<file path="config.mk">
export PLATFORM = sky130hd
export DESIGN_NAME = matmul_seq_ctrl
export DESIGN_NICKNAME = d
export VERILOG_FILES = /design/src/rtl/matmul_seq_ctrl.sv
export SDC_FILE = /design/constraint.sdc
export NUM_CORES = 1
export LEC_CHECK = 0
export BUFFER_PORTS_ARGS = -buffer_cell sky130_fd_sc_hd__buf_2
export CORE_MARGIN = 2
export CORE_UTILIZATION = 36
export DETAILED_ROUTE_END_ITERATION = 8
export GPL_TIMING_DRIVEN = 0
export PLACE_DENSITY = 0.7
export SYNTH_ARGS = -nofsm -noshare
export SYNTH_HDL_FRONTEND = slang
export SYNTH_SLANG_ARGS = --single-unit
export TNS_END_PERCENT = 20
</file>
<file path="constraint.sdc">
create_clock -name clk -period 2.9 [get_ports clk]
set_input_delay 0.29 -clock clk [delete_from_list [all_inputs] [get_ports clk]]
set_output_delay 0.29 -clock clk [all_outputs]
set_load 0.05 [all_outputs]
</file>
<file path="src/rtl/matmul_seq_ctrl.sv">
// Sequencer for the 4x4 matrix-multiply datapath: loads A then B over a byte
// stream, waits the datapath latency, snapshots C and drains it as words.
//
// state   | meaning
// IDLE    | waiting for start_i
// LOAD_A  | accepting the 16 A bytes, row-major
// LOAD_B  | accepting the 16 B bytes, row-major
// COMPUTE | latency timer running; snapshot of mat_c_i at terminal count
// DRAIN   | presenting the 16 result words to the sink
module matmul_seq_ctrl #(
   parameter int MUL_LATENCY = 1,
   parameter int DAT_W       = 8
) (
   input  logic                   clk,
   input  logic                   rst_n,
   input  logic                   start_i,
   input  logic                   clear_i,
   output logic                   busy_o,
   output logic                   done_o,
   input  logic                   in_valid_i,
   input  logic [DAT_W-1:0]       in_data_i,
   output logic                   in_ready_o,
   output logic [16*DAT_W-1:0]    mat_a_o,
   output logic [16*DAT_W-1:0]    mat_b_o,
   input  logic [16*2*DAT_W-1:0]  mat_c_i,
   output logic                   out_valid_o,
   output logic [2*DAT_W-1:0]     out_data_o,
   output logic                   out_last_o,
   input  logic                   out_ready_i
);

   localparam int RES_W = 2 * DAT_W;
   localparam int CNT_W = 3;

   typedef enum logic [2:0] {
      IDLE,
      LOAD_A,
      LOAD_B,
      COMPUTE,
      DRAIN
   } state_t;

   state_t               state;
   state_t               state_nxt;
   logic [3:0]           idx;
   logic [CNT_W-1:0]     cnt;
   logic [16*RES_W-1:0]  res_buf;
   logic                 in_hs;
   logic                 out_hs;
   logic                 last_idx;
   logic                 cnt_tc;

   assign busy_o      = (state != IDLE);
   assign in_ready_o  = (state == LOAD_A) || (state == LOAD_B);
   assign out_valid_o = (state == DRAIN);
   assign last_idx    = (idx == 4'd15);
   assign out_last_o  = out_valid_o && last_idx;
   assign out_data_o  = res_buf[32'(idx)*RES_W +: RES_W];
   assign in_hs       = in_valid_i && in_ready_o;
   assign out_hs      = out_valid_o && out_ready_i;
   assign cnt_tc      = (cnt == '0);

   always_ff @(posedge clk) begin
      if (!rst_n) begin
         state <= IDLE;
      end else begin
         state <= state_nxt;
      end
   end

   always_comb begin
      state_nxt = state;
      case (state)
         IDLE:    if (start_i)            state_nxt = LOAD_A;
         LOAD_A:  if (in_hs && last_idx)  state_nxt = LOAD_B;
         LOAD_B:  if (in_hs && last_idx)  state_nxt = COMPUTE;
         COMPUTE: if (cnt_tc)             state_nxt = DRAIN;
         DRAIN:   if (out_hs && last_idx) state_nxt = IDLE;
         default:                         state_nxt = IDLE;
      endcase
      if (clear_i) begin
         state_nxt = IDLE;
      end
   end

   // Latency timer is a down-counter loaded on the last B byte; COMPUTE
   // spans MUL_LATENCY+1 cycles with the capture on terminal count.
   always_ff @(posedge clk) begin
      if (!rst_n) begin
         idx     <= '0;
         cnt     <= '0;
         done_o  <= 1'b0;
         mat_a_o <= '0;
         mat_b_o <= '0;
         res_buf <= '0;
      end else if (clear_i) begin
         idx    <= '0;
         cnt    <= '0;
         done_o <= 1'b0;
      end else begin
         done_o <= out_hs && last_idx;
         case (state)
            IDLE: begin
               idx <= '0;
            end
            LOAD_A: begin
               if (in_hs) begin
                  mat_a_o[32'(idx)*DAT_W +: DAT_W] <= in_data_i;
                  idx <= idx + 4'd1;
               end
            end
            LOAD_B: begin
               if (in_hs) begin
                  mat_b_o[32'(idx)*DAT_W +: DAT_W] <= in_data_i;
                  idx <= idx + 4'd1;
                  if (last_idx) begin
                     cnt <= CNT_W'(MUL_LATENCY);
                  end
               end
            end
            COMPUTE: begin
               if (cnt_tc) begin
                  res_buf <= mat_c_i;
                  idx     <= '0;
               end else begin
                  cnt <= cnt - 1'b1;
               end
            end
            DRAIN: begin
               if (out_hs) begin
                  idx <= idx + 4'd1;
               end
            end
            default: begin
               idx <= '0;
            end
         endcase
      end
   end

endmodule

</file>
==> results.txt <==
The run finished with clean final reports. The post-synthesis compound-gate area fraction came out at under 10%. The sequential share of the synthesized area came out at a little under half. From synthesis to final layout, the design area changed by 38.5%. The maximum level of the CTS H-tree came out at 2. The total setup violations reported at the end of the flow came out at 0. TritonCTS built the clock tree. Port buffering added 545 buffers.

The initial cell density of the core is 36.5%. In this run the deepest clock path goes through 3 buffers. The clock-pin slew reported for the worst setup and hold paths after clock tree synthesis came out at 0.06 ns. Yosys mapped a number of flops with a built-in enable equal to 0. The library cells used most frequently in the layout, excluding fill and tap cells, are sky130_fd_sc_hd__nand2_1, sky130_fd_sc_hd__buf_2, sky130_fd_sc_hd__dfxtp_1.

Counting flops and latches in the post-synthesis netlist gives between 500 and 600. The worst setup path is launched from a register. The die span in y came out at roughly 250 µm. The boundary pin count is 547. For this run, design rule violations remaining after detail routing come to 0. The aggregate negative setup slack is 0 ns. The fraction of the core area covered by cells at the end of the flow came out at 50.6%. The standby leakage power came out at about 13 nW. The chip width came out at 252 µm. The xor/xnor cell area share of the yosys netlist is 0.159%.

The worst setup path is of the register to primary output kind. The maximum vdd drop is around 0.00044 V. The number of global-route vias before repair is ~21000. The total routing resource utilization after global routing is between 20% and 30%. The number of pins exceeding their max-slew limit in the final report is 0.

The library cell used most frequently in the layout, excluding fill and tap cells, is sky130_fd_sc_hd__nand2_1. Dividing the detail-routed wire length by the instance count gives about 22 µm. The number of distinct standard cells referenced by the synthesized netlist came out at 48. The iteration count of the initial detailed-routing pass is 5. The count of nets left with antenna violations once routing finished came out at 0. The area share of and/or/nand/nor cells after synthesis is slightly below 20%. Of the cells placed in the final design, the portion with a size suffix greater than 1 is around a quarter. The DRC marker count from the first detailed-route iteration is roughly 1300.

The area of the mapped netlist is approximately 0.022 mm². The synthesized instance count came out at 2369. The smallest setup slack after layout came out at a little over 0.02 ns. The post-place setup slack is -1.63 ns. At the end of routability-driven placement, the weighted congestion stood at just over 0.9. The arrival time at the worst endpoint is around 2.6 ns. The primary flip-flop cell chosen by synthesis mapping is sky130_fd_sc_hd__dfxtp_1. The worst-case hold slack is 0.0222 ns.

The via-per-instance ratio came out at 5.18. Of all flip-flops after synthesis, the portion carrying an async set or reset was 0%. In this run the worst path has a maximum fanout of 10. The number of endpoints with negative hold slack in the final report came out at 0. Max-cap violations in this run came to 0. The estimated wirelength of the detail-placed design came out at 66900 µm. After the last flow step, the layout net total stands at around 3500. After synthesis, the largest family of logic cells by area is simple AND/OR/NAND/NOR gates. The type of element capturing the critical path is a primary output. The slew at the pin closest to its max-slew limit is between 1 and 1.5 ns. At the worst endpoint, the required time is 2.61 ns. The path class of the tightest hold or removal check is primary input to register. The power density normalized to cell area came out at approximately 500 mW/mm².

The worst max-slew margin expressed relative to the limit came out at between 10% and 20%. The TritonCTS buffer count came out at 56. The wire length after detailed routing came out at 89600 µm. The share of synthesized area spent on multiplexers came out at 19.0%. The root buffer cell is sky130_fd_sc_hd__clkbuf_16. The initialized floorplan defines 90 standard-cell rows.

The insertion delay of the later-clocked pin in the worst-skew pair is between 0.6 and 0.7 ns. Entering global routing, the biggest net connects 15 pins. The completed layout was analyzed and its total power is 0.0152 W. The total overflow left after global routing is 0. The number of nets produced by synthesis is ~2600. The die footprint is 0.0634 mm².

Setup repair after global routing could not meet its margin everywhere. During synthesis, Yosys emitted a total of 0 warnings. Of the available clock period, the critical path in the final layout requires between 90% and 100%. The vias after detailed routing came out at between 20000 and 25000. The number of antenna violations at the first check in global routing is 8.

Dividing the synthesized area by the synthesized cell count gives just over 9 µm². The count of clock tree sinks came out at around 520. Based on the critical path, the design can be clocked at up to 347 MHz. After Yosys synthesis, full adders, half adders and majority gates account for less than 1% of the synthesized area. Subtracting the final worst setup slack from the clock period gives 2.88 ns.

The core region is 0.0605 mm². The clock skew came out at 0.0180 ns. The first global-routing pass estimated about 130000 µm of wire.
critical path, cell delays in order (launching register included):
cell and delay (ns):
sky130_fd_sc_hd__dfxtp_2 0.40, sky130_fd_sc_hd__buf_12 0.18, sky130_fd_sc_hd__buf_8 0.19, sky130_fd_sc_hd__mux4_2 0.58, sky130_fd_sc_hd__mux2i_2 0.24, sky130_fd_sc_hd__a21oi_2 0.13, sky130_fd_sc_hd__buf_4 0.25
final cells by class:
class                           count  area (µm²)
Timing Repair Buffer              803        5340
Clock buffer                       79        1590
Buffer                            177         926
Inverter                            8        31.3
Antenna cell                        5        12.5
Tap cell                          782         978
Clock inverter                     21         211
Multi-Input combinational cell   1657       11000
Fill cell                        5505       29900
Sequential cell                   523       10500
where the power goes:
part / leakage [nW] / switching (W) / internal [W]
Clock: 0.874 / 0.00304 / 0.00408
Sequential: 4.21 / 0.00000268 / 0.00719
Combinational: 7.81 / 0.000425 / 0.000451
state kept, by name, indices dropped and copies added (netlist names):
register,count
mat_a_o,128
cnt,3
done_o,1
state,3
mat_b_o,128
res_buf,256
idx,4
per-layer routing:
layer  GRT usage, %  wire length [µm]  vias up
met2           48.9             44400      963
met1           30.9             33900    10095
met3           5.72              6500      222
li1               -                 -     9731
met4           14.3              4770        4
met5              0                24        -
what timing repair did:
| action | CTS | global route |
|---|---|---|
| setup buffers | 2 | 2 |
| hold endpoints to repair | 254 | 0 |
| pin swaps | 6 | 2 |
| setup endpoints to repair | 272 | 251 |
| resized for setup | 103 | 20 |
| hold buffers | 254 | 0 |
kinds of logic after synthesis:
family	Yosys count
simple gates	1014
flops	523
mux	340
compound gates	291
buf+inv	189
fa+ha+maj	8
xor+xnor	4
synthesized netlist by cell type (2+ instances only):
library cell | number | area share [%]
sky130_fd_sc_hd__nor2_8 | 8 | 0.73
sky130_fd_sc_hd__and4_1 | 2 | 0.079
sky130_fd_sc_hd__inv_1 | 7 | 0.12
sky130_fd_sc_hd__buf_1 | 8 | 0.14
sky130_fd_sc_hd__a211oi_2 | 2 | 0.11
sky130_fd_sc_hd__dfxtp_1 | 523 | 47
sky130_fd_sc_hd__o21ai_0 | 3 | 0.068
sky130_fd_sc_hd__clkbuf_1 | 124 | 2.1
sky130_fd_sc_hd__nor2_1 | 13 | 0.22
sky130_fd_sc_hd__xor2_1 | 2 | 0.079
sky130_fd_sc_hd__nand3b_1 | 4 | 0.14
sky130_fd_sc_hd__nand3_2 | 8 | 0.36
sky130_fd_sc_hd__or4b_1 | 2 | 0.091
sky130_fd_sc_hd__or3b_2 | 2 | 0.079
sky130_fd_sc_hd__a21boi_0 | 246 | 8.4
sky130_fd_sc_hd__a21boi_1 | 10 | 0.34
sky130_fd_sc_hd__buf_6 | 3 | 0.15
sky130_fd_sc_hd__or3b_4 | 2 | 0.10
sky130_fd_sc_hd__o2111ai_1 | 2 | 0.079
sky130_fd_sc_hd__nor3b_1 | 2 | 0.068
sky130_fd_sc_hd__mux2i_1 | 276 | 13
sky130_fd_sc_hd__ha_1 | 8 | 0.45
sky130_fd_sc_hd__mux4_2 | 64 | 6.5
sky130_fd_sc_hd__or3_1 | 3 | 0.085
sky130_fd_sc_hd__nand2b_1 | 6 | 0.17
sky130_fd_sc_hd__a21oi_1 | 21 | 0.48
sky130_fd_sc_hd__nor2b_1 | 4 | 0.11
sky130_fd_sc_hd__nand4_1 | 26 | 0.74
sky130_fd_sc_hd__and3_1 | 25 | 0.71
sky130_fd_sc_hd__nor3_1 | 10 | 0.23
sky130_fd_sc_hd__buf_2 | 46 | 1.0
sky130_fd_sc_hd__nor4b_4 | 2 | 0.22
sky130_fd_sc_hd__xnor2_1 | 2 | 0.079
sky130_fd_sc_hd__nand3_1 | 50 | 1.1
sky130_fd_sc_hd__nand2_1 | 840 | 14
final timing paths:
kind	startpoint	end	slack [ns]	cells past startpoint
worst max-delay path	idx[0]	out_data_o[5]	0.02	6
worst min-delay path	mat_c_i[61]	res_buf[61]	0.02	3
worst max register to register	idx[2]	mat_a_o[24]	0.11	11
worst min register to register	res_buf[221]	res_buf[221]	0.45	2
through the flow:
step,instances,cell area (µm²)
floorplan,2369,22100
global placement,3696,25800
detailed placement,3696,25800
CTS,4050,30500
global route,4054,30600
finish,4055,30600
Note: power is estimated with default switching activity, not from simulation.
